**config.mk**
```make
export PLATFORM = sky130hd
export DESIGN_NAME = sdram_ch8_bridge_flat
export DESIGN_NICKNAME = d
export VERILOG_FILES = /design/src/rtl/sdram_ch8_bridge_if.sv /design/src/rtl/sdram_ch8_bridge.sv /design/src/flat_wrapper.sv
export SDC_FILE = /design/constraint.sdc
export NUM_CORES = 1
export LEC_CHECK = 0
export CAP_MARGIN = 40
export CORE_AREA = 2 2 190 155
export CTS_CLUSTER_DIAMETER = 40
export DETAILED_ROUTE_END_ITERATION = 8
export DIE_AREA = 0 0 192 157
export SYNTH_ARGS = -nofsm -noshare
export SYNTH_HDL_FRONTEND = slang
export SYNTH_SLANG_ARGS = --single-unit
```
**constraint.sdc**
```tcl
create_clock -name clk -period 2.79 [get_ports clk]
set_input_delay 0.837 -clock clk [delete_from_list [all_inputs] [get_ports clk]]
set_output_delay 0.837 -clock clk [all_outputs]
set_load 0.02 [all_outputs]
```
**src/rtl/sdram_ch8_bridge_if.sv**
```systemverilog
// Request/response and controller-channel signals of one 8-bit SDRAM bridge.
// The slave modport is the bridge side; master is the CPU/controller side.
interface sdram_ch8_bridge_if;
   logic        req_valid;
   logic        req_we;
   logic [24:0] req_addr;
   logic [7:0]  req_wdata;
   logic        req_ready;
   logic        rsp_valid;
   logic [7:0]  rsp_rdata;
   logic        idle;
   logic [24:0] ch_addr;
   logic        ch_rd;
   logic        ch_wr;
   logic [7:0]  ch_din;
   logic [7:0]  ch_dout;
   logic        ch_busy;

   modport slave (
      input  req_valid, req_we, req_addr, req_wdata, ch_dout, ch_busy,
      output req_ready, rsp_valid, rsp_rdata, idle, ch_addr, ch_rd, ch_wr, ch_din
   );
   modport master (
      output req_valid, req_we, req_addr, req_wdata, ch_dout, ch_busy,
      input  req_ready, rsp_valid, rsp_rdata, idle, ch_addr, ch_rd, ch_wr, ch_din
   );
endinterface

```
**src/rtl/sdram_ch8_bridge.sv**
```systemverilog
// Valid/ready to strobe+busy bridge for one 8-bit SDRAM controller channel.
// Writes are posted in a FIFO; a read waits until the FIFO has drained.
module sdram_ch8_bridge #(
   parameter int FIFO_AW = 2
) (
   input logic clk,
   input logic reset,
   sdram_ch8_bridge_if.slave bus
);
   localparam int DEPTH = 1 << FIFO_AW;
   localparam logic [FIFO_AW:0] PTR_ONE = 1;

   typedef enum logic [1:0] {S_IDLE, S_STROBE, S_WAIT} state_e;

   state_e            state_q, state_d;
   logic [FIFO_AW:0]  wptr_q, wptr_d, rptr_q, rptr_d;
   logic [24:0]       fifo_addr_q [DEPTH];
   logic [7:0]        fifo_data_q [DEPTH];
   logic              rd_pend_q, rd_pend_d;
   logic [24:0]       rd_addr_q, rd_addr_d;
   logic              op_wr_q, op_wr_d;
   logic              alive_q;
   logic [24:0]       ch_addr_q, ch_addr_d;
   logic [7:0]        ch_din_q, ch_din_d;
   logic              ch_rd_q, ch_rd_d, ch_wr_q, ch_wr_d;
   logic              rsp_valid_q, rsp_valid_d;
   logic [7:0]        rsp_rdata_q, rsp_rdata_d;
   logic              idle_q, idle_d;
   logic              full, empty, req_ready, push, rd_acc;

   assign full  = (wptr_q[FIFO_AW] != rptr_q[FIFO_AW]) &&
                  (wptr_q[FIFO_AW-1:0] == rptr_q[FIFO_AW-1:0]);
   assign empty = (wptr_q == rptr_q);
   // alive_q keeps ready low while reset is asserted
   assign req_ready = alive_q & ~rd_pend_q & (~bus.req_we | ~full);
   assign push      = bus.req_valid & req_ready & bus.req_we;
   assign rd_acc    = bus.req_valid & req_ready & ~bus.req_we;

   assign bus.req_ready = req_ready;
   assign bus.rsp_valid = rsp_valid_q;
   assign bus.rsp_rdata = rsp_rdata_q;
   assign bus.idle      = idle_q;
   assign bus.ch_addr   = ch_addr_q;
   assign bus.ch_din    = ch_din_q;
   assign bus.ch_rd     = ch_rd_q;
   assign bus.ch_wr     = ch_wr_q;

   always_ff @(posedge clk) begin
      if (push) begin
         fifo_addr_q[wptr_q[FIFO_AW-1:0]] <= bus.req_addr;
         fifo_data_q[wptr_q[FIFO_AW-1:0]] <= bus.req_wdata;
      end
   end

   always_ff @(posedge clk or posedge reset) begin
      if (reset) begin
         state_q     <= S_IDLE;
         wptr_q      <= '0;
         rptr_q      <= '0;
         rd_pend_q   <= 1'b0;
         rd_addr_q   <= '0;
         op_wr_q     <= 1'b0;
         alive_q     <= 1'b0;
         ch_addr_q   <= '0;
         ch_din_q    <= '0;
         ch_rd_q     <= 1'b0;
         ch_wr_q     <= 1'b0;
         rsp_valid_q <= 1'b0;
         rsp_rdata_q <= '0;
         idle_q      <= 1'b0;
      end else begin
         state_q     <= state_d;
         wptr_q      <= wptr_d;
         rptr_q      <= rptr_d;
         rd_pend_q   <= rd_pend_d;
         rd_addr_q   <= rd_addr_d;
         op_wr_q     <= op_wr_d;
         alive_q     <= 1'b1;
         ch_addr_q   <= ch_addr_d;
         ch_din_q    <= ch_din_d;
         ch_rd_q     <= ch_rd_d;
         ch_wr_q     <= ch_wr_d;
         rsp_valid_q <= rsp_valid_d;
         rsp_rdata_q <= rsp_rdata_d;
         idle_q      <= idle_d;
      end
   end

   always_comb begin
      state_d     = state_q;
      wptr_d      = push ? wptr_q + PTR_ONE : wptr_q;
      rptr_d      = rptr_q;
      rd_pend_d   = rd_pend_q;
      rd_addr_d   = rd_addr_q;
      op_wr_d     = op_wr_q;
      ch_addr_d   = ch_addr_q;
      ch_din_d    = ch_din_q;
      ch_rd_d     = ch_rd_q;
      ch_wr_d     = ch_wr_q;
      rsp_valid_d = 1'b0;
      rsp_rdata_d = rsp_rdata_q;

      if (rd_acc) begin
         rd_pend_d = 1'b1;
         rd_addr_d = bus.req_addr;
      end

      case (state_q)
         // busy here may be a stale access that survived a reset
         S_IDLE: begin
            if (!bus.ch_busy) begin
               if (!empty) begin
                  ch_addr_d = fifo_addr_q[rptr_q[FIFO_AW-1:0]];
                  ch_din_d  = fifo_data_q[rptr_q[FIFO_AW-1:0]];
                  ch_wr_d   = 1'b1;
                  op_wr_d   = 1'b1;
                  state_d   = S_STROBE;
               end else if (rd_pend_q) begin
                  ch_addr_d = rd_addr_q;
                  ch_rd_d   = 1'b1;
                  op_wr_d   = 1'b0;
                  state_d   = S_STROBE;
               end
            end
         end
         S_STROBE: begin
            if (bus.ch_busy) begin
               ch_rd_d = 1'b0;
               ch_wr_d = 1'b0;
               state_d = S_WAIT;
            end
         end
         S_WAIT: begin
            if (!bus.ch_busy) begin
               if (op_wr_q) begin
                  rptr_d = rptr_q + PTR_ONE;
               end else begin
                  rsp_rdata_d = bus.ch_dout;
                  rsp_valid_d = 1'b1;
                  rd_pend_d   = 1'b0;
               end
               state_d = S_IDLE;
            end
         end
         default: state_d = S_IDLE;
      endcase

      idle_d = (wptr_d == rptr_d) & ~rd_pend_d & (state_d == S_IDLE) & ~bus.ch_busy;
   end
endmodule
```
**src/flat_wrapper.sv**
```systemverilog
// flat-port wrapper written by rule: the top's interface ports become plain ports
module sdram_ch8_bridge_flat 
#(
   parameter int FIFO_AW = 2
)
  (clk, reset, bus_req_valid, bus_req_we, bus_req_addr, bus_req_wdata, bus_ch_dout, bus_ch_busy, bus_req_ready, bus_rsp_valid, bus_rsp_rdata, bus_idle, bus_ch_addr, bus_ch_rd, bus_ch_wr, bus_ch_din);
  sdram_ch8_bridge_if bus_i ();
  input logic clk;
  input logic reset;
  input wire logic [$bits(bus_i.req_valid)-1:0] bus_req_valid;
  input wire logic [$bits(bus_i.req_we)-1:0] bus_req_we;
  input wire logic [$bits(bus_i.req_addr)-1:0] bus_req_addr;
  input wire logic [$bits(bus_i.req_wdata)-1:0] bus_req_wdata;
  input wire logic [$bits(bus_i.ch_dout)-1:0] bus_ch_dout;
  input wire logic [$bits(bus_i.ch_busy)-1:0] bus_ch_busy;
  output wire logic [$bits(bus_i.req_ready)-1:0] bus_req_ready;
  output wire logic [$bits(bus_i.rsp_valid)-1:0] bus_rsp_valid;
  output wire logic [$bits(bus_i.rsp_rdata)-1:0] bus_rsp_rdata;
  output wire logic [$bits(bus_i.idle)-1:0] bus_idle;
  output wire logic [$bits(bus_i.ch_addr)-1:0] bus_ch_addr;
  output wire logic [$bits(bus_i.ch_rd)-1:0] bus_ch_rd;
  output wire logic [$bits(bus_i.ch_wr)-1:0] bus_ch_wr;
  output wire logic [$bits(bus_i.ch_din)-1:0] bus_ch_din;
  assign bus_i.req_valid = bus_req_valid;
  assign bus_i.req_we = bus_req_we;
  assign bus_i.req_addr = bus_req_addr;
  assign bus_i.req_wdata = bus_req_wdata;
  assign bus_i.ch_dout = bus_ch_dout;
  assign bus_i.ch_busy = bus_ch_busy;
  assign bus_req_ready = bus_i.req_ready;
  assign bus_rsp_valid = bus_i.rsp_valid;
  assign bus_rsp_rdata = bus_i.rsp_rdata;
  assign bus_idle = bus_i.idle;
  assign bus_ch_addr = bus_i.ch_addr;
  assign bus_ch_rd = bus_i.ch_rd;
  assign bus_ch_wr = bus_i.ch_wr;
  assign bus_ch_din = bus_i.ch_din;
  sdram_ch8_bridge #(.FIFO_AW(FIFO_AW)) u_core (.clk(clk), .reset(reset), .bus(bus_i));
endmodule
```
==> results.json <==
{
  "final_core_util_pct": 38.9,
  "synth_fa_ha_area_share_pct": 0.751,
  "rrSetupSlack_ps": 300,
  "maxSlewHeadroom_pct": 51.2,
  "synth-xor-area-share_pct": 1.13,
  "r2r_end": "u_core.bus.idle",
  "setup_viol": 0,
  "hold_viol": 0,
  "cpMaxStageDelayCell": "dfrtp_1",
  "fillers": 2574,
  "area_growth_pct": 31.1,
  "fin_cells": 980,
  "portBuffers": 91,
  "viasPerCell": 4.52,
  "routabilityCongestion": 0.715,
  "final_area_sq_mm": 0.0109,
  "synth_area_leaders": "edfxtp_1, dfrtp_1, mux4_2",
  "cts.clk_slew.worst_paths_ps": 60,
  "synth_mux_area_share_pct": 18.0,
  "drc": 0,
  "ys_types": 41,
  "crit_type": "register to output pin",
  "yosys.area_share.simple_pct": 3.28,
  "ys_top_cells_by_count": "edfxtp_1, dfrtp_1, mux4_2",
  "power_w": 0.0116,
  "vias": 4425,
  "synthArstFlopShare_pct": 38.0,
  "core_area_sq_mm": 0.0281,
  "netlist_area_sq_mm": 0.00833,
  "clockBufferDepth": 3,
  "start_util_pct": 29.7,
  "n_antenna_cell": 0,
  "track_usage_pct": 11.6,
  "drt_wl_total_mm": 17.1,
  "required_ps": 1950,
  "timing.rr.start": "u_core.rptr_q[0]",
  "yosysSeqAreaShare_pct": 71.9,
  "arrival_ps": 1830,
  "synthCells": 459,
  "cap_violations": 0,
  "ys_warn_count": 0,
  "crit_end": "bus_req_ready",
  "root_buffer": "clkbuf_16",
  "ys_ff_latch": 213,
  "status": "complete, no violations",
  "dr.pass1.iters": 4,
  "cts_tree": "built",
  "yosys.area.top_type_share_pct": 47.6,
  "drtAntennaViolNets": 0,
  "startpoint_type": "register",
  "min_from": "u_core.bus.ch_din[0]",
  "slowest_delay_ps": 470,
  "syn_avg_cell_area_sq_um": 18.1,
  "die_area_sq_mm": 0.0301,
  "die_y_um": 157,
  "cts.sinks": 213,
  "first_iter_violations": 210,
  "cts_buffers": 28,
  "drive_above_1_share_pct": 25.9,
  "grt_pass1_wl_mm": 26.8,
  "synth_compound_area_share_pct": 3.22,
  "fin_skew_ps": 19.3,
  "final_nets": 639,
  "grt_setup_unrepaired": "no",
  "yosysMostFrequentCell": "edfxtp_1",
  "holdCritPathClass": "register to register",
  "yosysTopAreaCell": "edfxtp_1",
  "max_freq_ghz": 0.375,
  "finalSetupTns_ps": 0,
  "hpwl_mm": 10.8,
  "worstMarginPinSlew_ps": 731,
  "htree_levels": 1,
  "synth_nets": 510,
  "cp_cell_sequence": "xnor2_2 -> and2_1 -> a311oi_2 -> buf_2",
  "dpl-instance-area_sq_mm": 0.00993,
  "grt.overflow.total": 0,
  "grt_antenna_before_repair": 0,
  "worstSkewPairLatency_ps": 530,
  "p_leak_nw": 4.04,
  "power_density_mw_per_mm2": 1060,
  "die_x_um": 192,
  "crit_fanout": 5,
  "io_pins": 92,
  "post-route-period-util_pct": 95.6,
  "core.rowCount": 55,
  "synth_top_family_by_area": "multiplexers",
  "synthFlopType": "edfxtp_1",
  "grt_max_degree": 82,
  "irDropWorstVdd_uv": 505,
  "cp-startpoint": "u_core.wptr_q[0]",
  "endpoint_kind": "output pin",
  "drv_slew": 0,
  "wire_per_inst_um": 17.5,
  "reg2reg_depth": 7,
  "finalCriticalPeriod_ps": 2670,
  "dp.cells": 928,
  "synth_edf_count": 132,
  "grt_pass1_vias": 4764
}
worst max-delay path, delay by kind of cell, from the launching register on:
kind	cells	cell delay [ps]
compound gates	1	260
xor+xnor	1	180
buf+inv	1	210
flops	1	470
simple gates	1	200
repair_timing:
action | 4_1_cts | 5_1_grt
setup buffers | 0 | 0
pin swaps | 0 | 0
setup endpoints to repair | 1 | 1
gates resized for setup | 5 | 1
hold buffers | 0 | 0
cells in the final DEF, fill, tap and decap left out, drive strengths merged, types with 2 or more instances in the layout:
| cell | n |
|---|---|
| a21oi | 28 |
| clkinvlp | 4 |
| xnor2 | 6 |
| edfxtp | 132 |
| nor3 | 5 |
| mux2i | 27 |
| buf | 30 |
| bufinv | 2 |
| ha | 5 |
| dfrtp | 81 |
| clkinv | 7 |
| inv | 17 |
| clkdlybuf4s50 | 90 |
| nand2 | 6 |
| and2 | 6 |
| mux4 | 34 |
| xor2 | 3 |
| mux2 | 41 |
| nor2 | 28 |
| nand2b | 2 |
| a31oi | 2 |
| clkbuf | 31 |
| o21ai | 8 |
worst min-delay path by stage:
stage	to	slack [ps]	depth (start not counted)
CTS	u_core.rd_addr_q[8]	490	1
global route	u_core.rd_addr_q[4]	510	1
finish	u_core.bus.ch_din[0]	490	1
detailed placement	u_core.bus.ch_din[6]	480	1
global placement	u_core.rd_addr_q[4]	470	1
floorplan	u_core.rd_addr_q[17]	460	1
flip-flops by register name, summed over array words and instances, names as in the netlist:
name / cells
u_core.bus.idle: 1
u_core.state_q: 2
u_core.fifo_data_q: 32
u_core.bus.ch_addr: 25
u_core.bus.rsp_valid: 1
u_core.op_wr_q: 1
u_core.rptr_q: 3
u_core.wptr_q: 3
u_core.rd_pend_q: 1
u_core.bus.ch_din: 8
u_core.bus.ch_rd: 1
u_core.rd_addr_q: 25
u_core.bus.rsp_rdata: 8
u_core.bus.ch_wr: 1
u_core.alive_q: 1
u_core.fifo_addr_q: 100
per-layer routing:
metal  global-route usage, %  vias up  routed length (um)
met5                       0        -                   0
met2                    19.1      102                7970
met3                    2.43       27                 849
met4                    2.84        0                 333
met1                    15.7     2266                7960
li1                        -     2030                   -
final cells by class:
cell class | instances | area, sq um | area share (%)
inverters | 9 | 37.5 | 0.344
clock inverters | 21 | 244 | 2.23
clock buffers | 31 | 743 | 6.81
well taps | 370 | 463 | 4.24
multi-input cells | 216 | 2220 | 20.3
repair buffers | 120 | 1220 | 11.2
flip-flops and latches | 213 | 5990 | 54.9
through the flow:
step	hold WS, ps	setup slack, ps
after floorplan	457	273
after global placement	467	-231
after detailed placement	479	-253
after CTS	494	78.7
after global routing	510	54.0
final	488	124
power breakdown:
group          switching, W  internal [W]  total, W
registers          0.000344       0.00395   0.00429
clock network       0.00146       0.00218   0.00364
logic               0.00184       0.00186   0.00369
total               0.00364       0.00799    0.0116
cell families (layout without fill, tap and decap cells):
group,after synthesis,after routing
adders and majority gates,5,5
xor gates and xnor gates,9,9
DFF,213,213
AOI/OAI and AO/OA,46,46
other,1,1
muxes,102,102
buffers and inverters,30,181
and+or+nand+nor,53,53
(Power assumes the default switching activity.)
